===== src/rtl/piso_bit_feeder_if.sv =====
// piso_bit_feeder_if -- bundle of parallel-in / serial-out feeder signals.
//   din, len, din_valid, flush : word offer and discard control (master -> slave)
//   din_ready                  : feeder can take a word this cycle (slave -> master)
//   sout, sout_valid, last     : serial bit stream with end-of-word marker
//   busy                       : holding register or shifter occupied
// The feeder itself uses the slave modport; the producer/consumer side uses master.
interface piso_bit_feeder_if #(
  parameter int WIDTH = 8,
  parameter int LW    = $clog2(WIDTH) + 1
);
  logic [WIDTH-1:0] din;
  logic [LW-1:0]    len;
  logic             din_valid;
  logic             din_ready;
  logic             flush;
  logic             sout;
  logic             sout_valid;
  logic             last;
  logic             busy;

  modport slave (
    input  din, len, din_valid, flush,
    output din_ready, sout, sout_valid, last, busy
  );

  modport master (
    output din, len, din_valid, flush,
    input  din_ready, sout, sout_valid, last, busy
  );
endinterface


===== src/rtl/piso_bit_feeder.sv =====
// piso_bit_feeder -- serializes words of 1..WIDTH bits, MSB of the effective
// length first, through one holding register and one shift register.
//   clk  : single clock, all state changes on the rising edge
//   rst  : asynchronous, active-low reset
//   bus  : piso_bit_feeder_if slave modport (word input, serial output, status)
// A word accepted at edge k is loaded into the shifter at edge k+1 when the
// shifter is idle, or at the edge of the current word's last bit, so words
// stream back-to-back without gaps. din_ready depends on registered state only.
module piso_bit_feeder #(
  parameter int WIDTH = 8,
  parameter int LW    = $clog2(WIDTH) + 1
) (
  input  logic                  clk,
  input  logic                  rst,
  piso_bit_feeder_if.slave      bus
);

  localparam logic [0:0] IDLE  = 1'b0;
  localparam logic [0:0] SHIFT = 1'b1;

  localparam logic [LW-1:0] FULL_LEN = LW'(WIDTH);

  // Holding register
  logic             hold_full;
  logic [WIDTH-1:0] hold_word;
  logic [LW-1:0]    hold_len;

  // Shifter: word is kept left-aligned so the current bit is always the MSB
  logic [0:0]       state;
  logic [WIDTH-1:0] shift_reg;
  logic [LW-1:0]    cnt;        // bits remaining, including the one on sout

  logic [LW-1:0]    eff_len;
  logic             accept;
  logic             last_bit;
  logic             load;

  // 0 or anything above WIDTH selects the full word.
  // NOTE: give every always_comb output a default first so no path leaves it unassigned (no latch).
  always_comb begin
    eff_len = bus.len;
    if (bus.len == '0 || bus.len > FULL_LEN) eff_len = FULL_LEN;
  end

  // Flush wins over a simultaneous offer.
  assign accept   = bus.din_valid & ~hold_full & ~bus.flush;
  assign last_bit = (state == SHIFT) && (cnt == LW'(1));
  assign load     = hold_full && ((state == IDLE) || last_bit);

  // NOTE: sequential state uses non-blocking (<=) so every register samples pre-edge values.
  always_ff @(posedge clk or negedge rst) begin
    if (!rst) begin
      hold_full <= 1'b0;
      state     <= IDLE;
      cnt       <= '0;
    end else if (bus.flush) begin
      hold_full <= 1'b0;
      state     <= IDLE;
      cnt       <= '0;
    end else begin
      // accept and load are mutually exclusive: one needs hold empty, the other full
      if (accept)    hold_full <= 1'b1;
      else if (load) hold_full <= 1'b0;

      if (load) begin
        state <= SHIFT;
        cnt   <= hold_len;
      end else if (state == SHIFT) begin
        if (last_bit) state <= IDLE;
        cnt <= cnt - LW'(1);
      end
    end
  end

  // NOTE: datapath registers carry no reset; every output is qualified by reset control state.
  always_ff @(posedge clk) begin
    if (accept) begin
      hold_word <= bus.din;
      hold_len  <= eff_len;
    end
    if (load)
      shift_reg <= hold_word << (FULL_LEN - hold_len);
    else if (state == SHIFT)
      shift_reg <= shift_reg << 1;
  end

  assign bus.din_ready  = ~hold_full;
  assign bus.sout_valid = (state == SHIFT);
  assign bus.sout       = (state == SHIFT) & shift_reg[WIDTH-1];
  assign bus.last       = last_bit;
  assign bus.busy       = hold_full | (state == SHIFT);

endmodule

===== src/flat_wrapper.sv =====
// flat-port wrapper written by rule: the top's interface ports become plain ports
module piso_bit_feeder_flat 
#(
  parameter int WIDTH = 8,
  parameter int LW    = $clog2(WIDTH) + 1
)
  (clk, rst, bus_din, bus_len, bus_din_valid, bus_flush, bus_din_ready, bus_sout, bus_sout_valid, bus_last, bus_busy);
  piso_bit_feeder_if #(.WIDTH(WIDTH), .LW(LW)) bus_i ();
  input  logic clk;
  input  logic rst;
  input wire logic [$bits(bus_i.din)-1:0] bus_din;
  input wire logic [$bits(bus_i.len)-1:0] bus_len;
  input wire logic [$bits(bus_i.din_valid)-1:0] bus_din_valid;
  input wire logic [$bits(bus_i.flush)-1:0] bus_flush;
  output wire logic [$bits(bus_i.din_ready)-1:0] bus_din_ready;
  output wire logic [$bits(bus_i.sout)-1:0] bus_sout;
  output wire logic [$bits(bus_i.sout_valid)-1:0] bus_sout_valid;
  output wire logic [$bits(bus_i.last)-1:0] bus_last;
  output wire logic [$bits(bus_i.busy)-1:0] bus_busy;
  assign bus_i.din = bus_din;
  assign bus_i.len = bus_len;
  assign bus_i.din_valid = bus_din_valid;
  assign bus_i.flush = bus_flush;
  assign bus_din_ready = bus_i.din_ready;
  assign bus_sout = bus_i.sout;
  assign bus_sout_valid = bus_i.sout_valid;
  assign bus_last = bus_i.last;
  assign bus_busy = bus_i.busy;
  piso_bit_feeder #(.WIDTH(WIDTH), .LW(LW)) u_core (.clk(clk), .rst(rst), .bus(bus_i));
endmodule

===== config.mk =====
export PLATFORM = sky130hd
export DESIGN_NAME = piso_bit_feeder_flat
export DESIGN_NICKNAME = d
export VERILOG_FILES = /design/src/rtl/piso_bit_feeder_if.sv /design/src/rtl/piso_bit_feeder.sv /design/src/flat_wrapper.sv
export SDC_FILE = /design/constraint.sdc
export NUM_CORES = 1
export LEC_CHECK = 0
export CORE_MARGIN = 4
export CORE_UTILIZATION = 35
export DETAILED_ROUTE_END_ITERATION = 12
export GPL_ROUTABILITY_DRIVEN = 0
export PLACE_DENSITY_LB_ADDON = 0.12
export SETUP_SLACK_MARGIN = 0.3
export SYNTH_ARGS = -nofsm -noshare
export SYNTH_HDL_FRONTEND = slang
export SYNTH_SLANG_ARGS = --single-unit

===== constraint.sdc =====
create_clock -name clk -period 2.7 [get_ports clk]
set_clock_uncertainty 0.2 [all_clocks]
set_input_delay 0.675 -clock clk [delete_from_list [all_inputs] [get_ports clk]]
set_output_delay 0.675 -clock clk [all_outputs]
set_load 0.005 [all_outputs]

# Word level (Yosys, flattened, before mapping)
# Cells that the tools add are included.
totals:
  in_bits: 16
  register_bits: 26
  elab_cells: 38
  output_inout_bits: 5
classes:
  addsub: 2
  eq_ne: 1
  n_reduce_logical: 8
  bitwise: 7
  magnitude_cmp: 1
  n_mux: 12
  n_shift: 1
ops:
  columns: ["operator", "count"]
  rows:
  - ["$mux W8", 2]
  - ["$mux W4", 3]
  - ["$shl A8 B4 Y8", 1]
  - ["$mux W1", 7]
  - ["$reduce_bool A3 Y1", 2]
  - ["$eq A4 B1 Y1 const B", 1]
  - ["$gt A4 B4 Y1 const B", 1]
  - ["$logic_not A4 Y1", 1]
  - ["$sub A4 B1 Y4 const B", 1]
  - ["$sub A4 B4 Y4 const A", 1]
  - ["$and A1 B1 Y1", 3]
  - ["$not A1 Y1", 3]
  - ["$logic_and A1 B1 Y1", 2]
  - ["$logic_or A1 B1 Y1", 2]
  - ["$reduce_bool A2 Y1", 1]
  - ["$or A1 B1 Y1", 1]

# Depth between registers and ports, before layout
# Gate-level depths: netlist (run 1).
logic_depth:
  ltp_word: 7
  mapped_depth: 7

# Worst setup path after synthesis (run 1)
# No wires, ideal clock.
synth_timing:
  kind: "input port to flip-flop"
  from: "in bus_flush"
  to: "reg u_core.hold_len[0], enable pin"
  arrival_time_ps: 1641
  setup_slack_ps: 460
  required_time_ps: 2101
  cell_stages: 1
  path_cell_list: "nor3b_1"
synth_via:
  elab_chain_len: 2
synth_rtl:
  columns: ["element", "line_no", "text"]
  rows:
  - ["start, declared", "flat_wrapper.sv:14", "input wire logic [$bits(bus_i.flush)-1:0] bus_flush;"]
  - ["$not A1 Y1", "piso_bit_feeder.sv:46", "assign accept = bus.din_valid & ~hold_full & ~bus.flush;"]
  - ["$and A1 B1 Y1", "piso_bit_feeder.sv:46", null]
  - ["end signal, assigned", "piso_bit_feeder.sv:79", "hold_len <= eff_len;"]
  - ["end, declared", "piso_bit_feeder.sv:26", "logic [LW-1:0] hold_len;"]
# Every way passes these cells.
# A chain may end at the register's enable or synchronous reset.

# Final worst setup path (run 1)
layout_timing:
  from: "reg u_core.cnt[1]"
  to: "out bus_last"
layout_via:
  elab_chain_len: 2
layout_rtl:
  columns: ["element", "line_no", "text"]
  rows:
  - ["start, declared", "piso_bit_feeder.sv:31", "logic [LW-1:0] cnt;"]
  - ["start signal, assigned", "piso_bit_feeder.sv:67", "cnt <= hold_len;"]
  - ["start signal, assigned", "piso_bit_feeder.sv:70", "cnt <= cnt - LW'(1);"]
  - ["$eq A4 B1 Y1", "piso_bit_feeder.sv:47", "assign last_bit = (state == SHIFT) && (cnt == LW'(1));"]
  - ["$logic_and A1 B1 Y1", "piso_bit_feeder.sv:47", null]
  - ["end, declared", "flat_wrapper.sv:18", "output wire logic [$bits(bus_i.last)-1:0] bus_last;"]
# Every way passes these cells.

==> results of run 1 <==
synthesized netlist by cell type, types with 3 or more instances:
library cell	number	area [um^2]
edfxtp_1	20	600.6
a21oi_1	5	25.02
o21ai_0	10	50.05
dfrtp_1	6	150.1
nor2b_1	4	25.02
nand2_1	12	45.04
mux2i_1	8	80.08
buf_2	3	15.01
ha_1	3	37.54
nor2_1	4	15.01
nor3b_1	4	30.03
mux4_2	3	67.56
nor3_1	6	30.03
inv_1	7	26.28
kinds of logic after synthesis:
| kind of cell | count (synthesis) |
|---|---|
| AOI/OAI and AO/OA | 25 |
| and+or+nand+nor | 42 |
| adders and majority gates | 3 |
| muxes | 12 |
| DFF | 26 |
| buffers and inverters | 11 |
| xor gates and xnor gates | 3 |
cell usage in the layout, fill, tap and decap left out, types with 4 or more instances in the layout:
master	Yosys	routed
edfxtp_1	20	20
clkdlybuf4s50_1	0	19
nand2_1	12	12
o21ai_0	10	10
buf_4	1	9
mux2i_1	8	8
inv_1	7	6
nor3_1	6	6
a21oi_1	5	5
dfrtp_1	6	5
nor3b_1	4	4
nor2b_1	4	4
worst paths after layout:
path / cells past startpoint / slack, ns / from / end
min reg2reg: 2 / 0.34 / u_core.shift_reg[3] / u_core.shift_reg[4]
min in group asynchronous: 1 / 0.44 / rst / u_core.bus.sout_valid
min: 2 / 0.34 / u_core.shift_reg[3] / u_core.shift_reg[4]
max reg2reg: 7 / 0.57 / u_core.hold_len[1] / u_core.shift_reg[7]
max: 5 / 0.35 / u_core.cnt[1] / bus_last
max in group asynchronous: 1 / 1.62 / rst / u_core.hold_full
worst max-delay path: stages, from the launching register on:
cell and delay, ns:
dfrtp_1 0.39, inv_2 0.06, ha_2 0.16, or3b_4 0.37, nor2_1 0.09, clkbuf_2 0.12
final cells by class:
type | instances | area share [%]
inverter | 7 | 1.475
timing repair buffer | 30 | 15.38
tap | 48 | 3.371
sequential | 26 | 42.21
multi-input combinational | 85 | 35.04
clock inverter | 1 | 0.2107
clock buffer | 3 | 2.317
power by group through the flow:
stage          logic, mW  clock network, mW  registers (mW)
3_5_place_dp       0.209                  0           0.516
5_1_grt            0.244              0.249           0.515
2_1_floorplan      0.133                  0           0.509
3_3_place_gp       0.208                  0           0.514
6_report           0.219              0.227           0.509
4_1_cts            0.218              0.232           0.508
metal layers:
layer / global-route usage [%] / routed length (um) / share of wire (%)
met5: 0 / 0 / 0
met4: 5.637 / 61 / 2.3
met3: 2.665 / 93 / 3.5
met2: 16.94 / 1210 / 45
met1: 15.19 / 1319 / 49
repair_timing:
action	4_1_cts	5_1_grt
buffers inserted	2	1
gates cloned	0	0
pin swaps	0	0
resized for setup	4	5
endpoints found under the setup margin	2	3
==> run metrics, run 1 <==
status finished, final reports clean; clock power share a little under a quarter; TNS Setup 0 ns; Skew-Pair Late Insertion Delay 0.27 ns; # port buffers 20; ant diodes 0; Tmin final 2.349 ns; post-synthesis cell type count 35; Simple-Gate Fraction of Synth Area 16.46%; Final Max Tran Viols 0; post-placement cell count 193; unrepaired setup endpoints after global routing yes; H-tree depth 1; nets 172; gr usage total 11.28%; Worst VDD drop 299.5 uV; post-route insts no fill 200; final-report hold violation count 0; DP Worst Slack 0.2056 ns; Final Core Density ~47%; WL final 2685 um; worst-path maximum fanout 2; antenna violations before repair 0; Sink Count 26; Core Footprint 3771 um^2; Worst Path Arrival ~1.5 ns; antenna-violating nets left 0; Worst setup EP type output port; Starting Density 37.49%; Clock Path Buffers 2; IO Pins 21; total power 0.9546 mW; Logic pwr share 23.0%; Pwr Density 535.8 nW/um^2; post-synthesis mux area share 11.24%; average size of a mapped cell 11.59 um^2; fmax 0.4257 GHz; die height approximately 72 um; Root Driver clkbuf_8; register bit count reported by yosys 26; 1st-iter DRT viols 81; largest family of logic cells by synthesized area simple AND/OR/NAND/NOR gates; vias in the first global route roughly 950; post-synthesis adder-cell area fraction 2.655%; total global routing overflow 0; share of layout cells above drive strength 1 17.76%; multi-input logic area 624.3 um^2; largest net degree at the start of global routing 15; placement-stage cell area 1704 um^2; CP Launch Type flop; WP data required 1.82 ns; number of detailed-route iterations in the first pass 4; period utilization roughly 87%; Post-synth top flop edfxtp_1; Net Switching 0.2559 mW; compound-gate portion of the synthesized area 11.24%; slack of the critical path 0.3510 ns; register area 752.0 um^2; Post-Syn Instances 122; area of the die 5120 um^2; drt drc 0; internal power 0.6986 mW; WHS 0.3367 ns; post-route cell area 1782 um^2; switching share of power 26.81%; mapped cell area 1414 um^2; synth warn 0; Post-synth EDFFs 20; Layout area overhead 26.02%; Site Rows 22; worst slew pin tran 0.4954 ns; DP HPWL 2050 um; Hold Path Class flop to flop; sequential area share after synthesis 53.10%; hold_buf cts 0; CTS clk-pin slew, worst paths around 0.090 ns; CTS tree built; crit path kind flop to output port; Pleak 0.6584 nW; maxcap violations 0; vias per inst around 4.9; cts bufs inserted 3; async set-reset flop share out of synthesis 23.08%; syn nets 141; slew margin rel. 66.86%; Synth Area in XOR/XNOR approximately 1.9%; Setup-failing EPs final 0; DR WL/cell between 10 and 15 um; first-pass GRT wire length 4443 um; Die X-Extent 71.56 um; via count approximately 1000; power share of the sequential group 53.3%; Filler Cells Inserted 349
No activity file was read; power rests on OpenSTA's default activity.
==> run 2, diff against run 1 <==
Settings changed: CAP_MARGIN set to 10.
==> results of run 2 <==
Same layout as run 1: the final DEF is identical, and so are final timing and power.
